File: src/rtl/eth_10g_block_sync.sv
// rtl/eth_10g_block_sync.sv - 10GBASE-R block-lock synchroniser with rxslip control and 1-cycle passthrough
module eth_10g_block_sync #(
    parameter int DATA_WIDTH       = 32,
    parameter int LOCK_COUNT       = 64,
    parameter int INVALID_LIMIT    = 16,
    parameter int SLIP_WAIT_CYCLES = 32,
    parameter int SLIP_COUNT_WIDTH = 16
) (
    input  logic                        i_clk,
    input  logic                        i_rst,
    input  logic [DATA_WIDTH-1:0]       i_rxdata,
    input  logic                        i_rxdatavalid,
    input  logic [1:0]                  i_rxheader,
    input  logic                        i_rxheader_valid,
    output logic                        o_rxslip,
    output logic                        o_block_lock,
    output logic [DATA_WIDTH-1:0]       o_rxdata,
    output logic                        o_rxdatavalid,
    output logic [1:0]                  o_rxheader,
    output logic                        o_rxheader_valid,
    output logic [SLIP_COUNT_WIDTH-1:0] o_slip_count
);

    localparam int SH_W   = $clog2(LOCK_COUNT + 1);
    localparam int INV_W  = $clog2(INVALID_LIMIT + 1);
    localparam int WAIT_W = $clog2(SLIP_WAIT_CYCLES + 1);

    localparam logic [SH_W-1:0]   LOCK_MAX  = SH_W'(LOCK_COUNT);
    localparam logic [INV_W-1:0]  INV_MAX   = INV_W'(INVALID_LIMIT);
    localparam logic [WAIT_W-1:0] WAIT_LOAD = WAIT_W'(SLIP_WAIT_CYCLES);

    typedef enum logic [1:0] {
        ST_TEST = 2'd0,
        ST_SLIP = 2'd1,
        ST_WAIT = 2'd2
    } state_t;

    state_t                      state_q, state_d;
    logic                        lock_q, lock_d;
    logic [SH_W-1:0]             sh_cnt_q, sh_cnt_d;
    logic [INV_W-1:0]            inv_cnt_q, inv_cnt_d;
    logic [WAIT_W-1:0]           wait_cnt_q, wait_cnt_d;
    logic                        slip_q, slip_d;
    logic [SLIP_COUNT_WIDTH-1:0] slip_cnt_q, slip_cnt_d;
    logic [DATA_WIDTH-1:0]       data_q;
    logic                        datavalid_q;
    logic [1:0]                  header_q;
    logic                        header_valid_q;

    logic                        hdr_bad;
    logic [SH_W-1:0]             sh_inc;
    logic [INV_W-1:0]            inv_inc;

    assign hdr_bad = ~(^i_rxheader);
    assign sh_inc  = sh_cnt_q + SH_W'(1);
    assign inv_inc = inv_cnt_q + INV_W'(hdr_bad);

    // The slip pulse, counter bump and lock drop are registered on entry to SLIP
    // so they are visible during the SLIP cycle itself.
    always_comb begin
        state_d    = state_q;
        lock_d     = lock_q;
        sh_cnt_d   = sh_cnt_q;
        inv_cnt_d  = inv_cnt_q;
        wait_cnt_d = wait_cnt_q;
        slip_d     = 1'b0;
        slip_cnt_d = slip_cnt_q;
        case (state_q)
            ST_TEST: begin
                if (i_rxheader_valid) begin
                    if ((!lock_q && hdr_bad) || (lock_q && inv_inc == INV_MAX)) begin
                        state_d = ST_SLIP;
                        lock_d  = 1'b0;
                        slip_d  = 1'b1;
                        if (slip_cnt_q != '1) begin
                            slip_cnt_d = slip_cnt_q + SLIP_COUNT_WIDTH'(1);
                        end
                    end else if (sh_inc == LOCK_MAX) begin
                        lock_d    = 1'b1;
                        sh_cnt_d  = '0;
                        inv_cnt_d = '0;
                    end else begin
                        sh_cnt_d  = sh_inc;
                        inv_cnt_d = lock_q ? inv_inc : '0;
                    end
                end
            end
            ST_SLIP: begin
                sh_cnt_d   = '0;
                inv_cnt_d  = '0;
                wait_cnt_d = WAIT_LOAD;
                state_d    = ST_WAIT;
            end
            ST_WAIT: begin
                wait_cnt_d = wait_cnt_q - WAIT_W'(1);
                if (wait_cnt_d == '0) begin
                    state_d   = ST_TEST;
                    sh_cnt_d  = '0;
                    inv_cnt_d = '0;
                end
            end
            default: state_d = ST_TEST;
        endcase
    end

    always_ff @(posedge i_clk) begin
        if (i_rst) begin
            state_q        <= ST_TEST;
            lock_q         <= 1'b0;
            sh_cnt_q       <= '0;
            inv_cnt_q      <= '0;
            wait_cnt_q     <= '0;
            slip_q         <= 1'b0;
            slip_cnt_q     <= '0;
            data_q         <= '0;
            datavalid_q    <= 1'b0;
            header_q       <= 2'b00;
            header_valid_q <= 1'b0;
        end else begin
            state_q        <= state_d;
            lock_q         <= lock_d;
            sh_cnt_q       <= sh_cnt_d;
            inv_cnt_q      <= inv_cnt_d;
            wait_cnt_q     <= wait_cnt_d;
            slip_q         <= slip_d;
            slip_cnt_q     <= slip_cnt_d;
            data_q         <= i_rxdata;
            datavalid_q    <= i_rxdatavalid & lock_q;
            header_q       <= i_rxheader;
            header_valid_q <= i_rxheader_valid & lock_q;
        end
    end

    assign o_rxslip         = slip_q;
    assign o_block_lock     = lock_q;
    assign o_rxdata         = data_q;
    assign o_rxdatavalid    = datavalid_q;
    assign o_rxheader       = header_q;
    assign o_rxheader_valid = header_valid_q;
    assign o_slip_count     = slip_cnt_q;

endmodule

File: config.mk
export PLATFORM = sky130hd
export DESIGN_NAME = eth_10g_block_sync
export DESIGN_NICKNAME = d
export VERILOG_FILES = /design/src/rtl/eth_10g_block_sync.sv
export SDC_FILE = /design/constraint.sdc
export NUM_CORES = 1
export LEC_CHECK = 0
export CAP_MARGIN = 20
export CORE_ASPECT_RATIO = 1.1
export CORE_UTILIZATION = 50
export DETAILED_ROUTE_END_ITERATION = 6
export HOLD_SLACK_MARGIN = 0.05
export PLACE_DENSITY_LB_ADDON = 0.25
export SYNTH_ARGS = -nofsm -noshare
export SYNTH_HDL_FRONTEND = slang
export SYNTH_SLANG_ARGS = --single-unit
File: constraint.sdc
create_clock -name i_clk -period 5.09 [get_ports i_clk]
set_input_delay 0.509 -clock i_clk [delete_from_list [all_inputs] [get_ports i_clk]]
set_output_delay 0.509 -clock i_clk [all_outputs]
set_load 0.005 [all_outputs]
==> impl_metrics.py <==
metrics = {
    "routing": {
        "vias": 2759,
        "drtAntennaViolNets": 0,
        "vias_per_cell": 5.40,
        "routedWlPerCell_um": 14.0,
        "wl_mm": 7.15,
        "drc_errors": 0,
        "drt-pass1-iter-count": 4,
        "drtIter0Drc": 165,
    },
    "worst_setup_path": {
        "crit_required_ns": 5.33,
        "rr_startpoint": "inv_cnt_q[0]",
        "cp_max_fo": 7,
        "reg2reg_slack_ns": 2.33,
        "slowest_stage": "or4_1",
        "path_class": "in -> reg",
        "crit_path_end_kind": "flip-flop",
        "crit_top_cell": "ha_1",
        "reg2regPathDepth": 8,
        "r2r_end": "o_slip_count[7]",
        "critPathArrivalTime_ns": 3.83,
        "slowest_delay_ns": 0.53,
        "worstSetupStartpointType": "primary input",
        "worstPathCellList": "clkdlybuf4s50_1, xor2_1, inv_1, ha_1, ha_1, nand3_2, mux2_4, o32ai_4, nand2_4, or4_1, mux2_1",
    },
    "layout": {
        "final_common_cell": "clkdlybuf4s50_1",
        "n_antenna_cell": 0,
        "multi_input_area_um2": 1570,
        "syn_to_final_growth_pct": 36.3,
        "instances_no_fill": 511,
        "drive_gt1_frac": 0.0691,
        "mostFrequentLayoutCells": "clkdlybuf4s50_1, dfxtp_1, nor2b_1",
        "seqCellArea_um2": 1480,
        "fin_util": 0.727,
        "nNetsFinal": 477,
        "num-fill-cells": 481,
    },
    "floorplanning": {
        "die_x_um": 77.7,
        "start_util": 0.533,
        "core_region_area_um2": 5910,
        "die_area_um2": 6630,
        "row_count": 29,
        "io_pins": 92,
        "fp.dieH_um": 85.3,
    },
    "sta": {
        "min_period_over_period": 0.705,
        "hold_viol": 0,
        "worst_pin_slew_ns": 0.660,
        "clock.fmax_mhz": 279,
        "rsz0062_at_grt": "no",
        "slew_headroom": 0.560,
        "fin_setup_tns_ns": 0,
        "fin_ws_ns": 1.50,
        "finalSetupViolCount": 0,
        "skew_ns": 0.00755,
        "slew_violations": 0,
        "fin_crit_ns": 3.59,
    },
    "synth": {
        "ys_types": 54,
        "synth-seq-cells": 74,
        "synth_top_flop_cell": "dfxtp_1",
        "ys_async_sr_fraction": 0,
        "yosys.area.top_type_share": 0.470,
        "syn-mean-instance-area_um2": 9.33,
        "syn_area_um2": 3150,
        "postSynthCellCount": 338,
        "yosys.area.top_type": "dfxtp_1",
        "yosys_warnings": 0,
        "synth_edf_count": 0,
        "ys_seq_area_frac": 0.470,
        "synth.net_count": 386,
        "synth_area_leaders": "dfxtp_1, nor2b_1, nor2_1",
    },
    "placed_design": {
        "dp_slack_ns": 1.14,
        "dp_hpwl_mm": 5.03,
        "place_congestion": 0.872,
        "port_buffers": 91,
        "dp_cells": 495,
    },
    "clocking": {
        "hold_buffers": 0,
        "cts_tree": "done",
        "cts_made_buffers": 9,
        "clock-sinks": 74,
        "insertion_delay_ns": 0.35,
        "cts.path.max_buffers": 2,
        "cts_setup_buffers": 0,
        "clockRootBuffer": "clkbuf_8",
        "ctsHtreeMaxLevel": 3,
        "clkTransAtPathRegs_ns": 0.07,
        "post_cts_resized": 0,
    },
    "power_and_ir_drop": {
        "p_per_area_nw_per_um2": 313,
        "power_leakage_nw": 1.65,
        "ir_drop_mv": 0.214,
    },
    "global_routing": {
        "grt_pass1_vias": 2576,
        "grt_usage": 0.226,
        "grt_pass1_wl_mm": 11.8,
        "grt_overflow": 0,
        "grt_max_degree": 68,
        "antenna_found_initial": 0,
    },
    "hold_path": {
        "hold_depth": 2,
        "holdPathEnd": "wait_cnt_q[5]",
        "hp-start": "wait_cnt_q[5]",
        "hold_path.class": "reg -> reg",
    },
    "outcome": {
        "outcome": "complete, no violations",
    },
    "run": {
        "cap_violations": 0,
    },
}
==> registers in the layout, indices dropped and copies added (netlist names) <==
name,count
o_rxdata,32
o_slip_count,16
sh_cnt_q,7
wait_cnt_q,6
inv_cnt_q,5
o_rxheader,2
state_q,2
o_block_lock,1
o_rxdatavalid,1
o_rxheader_valid,1
o_rxslip,1
==> critical path: cells and delay by family <==
kind | cells | cell delay (ns)
mux | 2 | 0.65
simple gates | 3 | 0.73
xor+xnor | 1 | 0.41
fa+ha+maj | 2 | 0.48
compound gates | 1 | 0.45
buf+inv | 2 | 0.59
==> cell type report <==
class / count / share of cell area
well taps: 77 / 0.0224
flip-flops and latches: 74 / 0.345
repair buffers: 92 / 0.213
clock buffers: 10 / 0.0297
clock inverters: 6 / 0.0151
inverters: 11 / 0.00961
multi-input cells: 241 / 0.366
==> cells by family after synthesis <==
group / synth area share
XOR/XNOR: 0.0361
AND/OR/NAND/NOR: 0.276
AO/OA/AOI/OAI: 0.118
flip-flops: 0.470
buffers and inverters: 0.0317
multiplexers: 0.0286
adder cells (fa/ha/maj): 0.0397
==> worst max path at each step <==
stage | startpoint | end | slack (ns) | depth (start not counted)
6_report | i_rxheader[1] | o_slip_count[7] | 1.50 | 11
5_1_grt | i_rxheader[1] | o_slip_count[7] | 1.28 | 11
4_1_cts | i_rxheader[1] | o_slip_count[7] | 1.50 | 11
3_5_place_dp | i_rxheader[1] | o_slip_count[7] | 1.14 | 11
3_3_place_gp | i_rxheader[0] | o_slip_count[7] | 1.23 | 11
2_1_floorplan | i_rxheader[1] | o_slip_count[7] | 1.93 | 10
==> metrics by stage <==
stage / hold WS (ns) / power [mW] / instance area [µm²]
floorplan: 0.456 / 0.805 / 3150
global route: 0.525 / 1.41 / 4300
global placement: 0.473 / 0.898 / 4110
finish: 0.499 / 1.35 / 4300
CTS: 0.501 / 1.35 / 4300
detailed placement: 0.489 / 0.904 / 4110
==> synthesized netlist by cell type, drive strengths merged, types with 5 or more instances <==
master and number:
nand3 15, nand4 9, inv 11, and3 9, mux2 5, nor3 10
clkbuf 9, xnor2 11, nor4 8, nor2b 39, nand2b 6, dfxtp 74
ha 10, a21oi 8, nand2 20, o21ai 11, nor2 34
==> where the power goes <==
part | internal, mW | leakage, nW | switching, mW
clock network | 0.227 | 0.0966 | 0.224
registers | 0.609 | 0.606 | 0.0204
logic | 0.120 | 0.943 | 0.146
total | 0.956 | 1.65 | 0.390
==> per-layer routing <==
layer	vias up	wire, µm	track usage
li1	1359	-	-
met1	1291	3130	0.272
met2	89	3470	0.379
met3	20	315	0.0409
met4	0	237	0.132
met5	-	0	0
No activity file was read; power rests on OpenSTA's default activity.
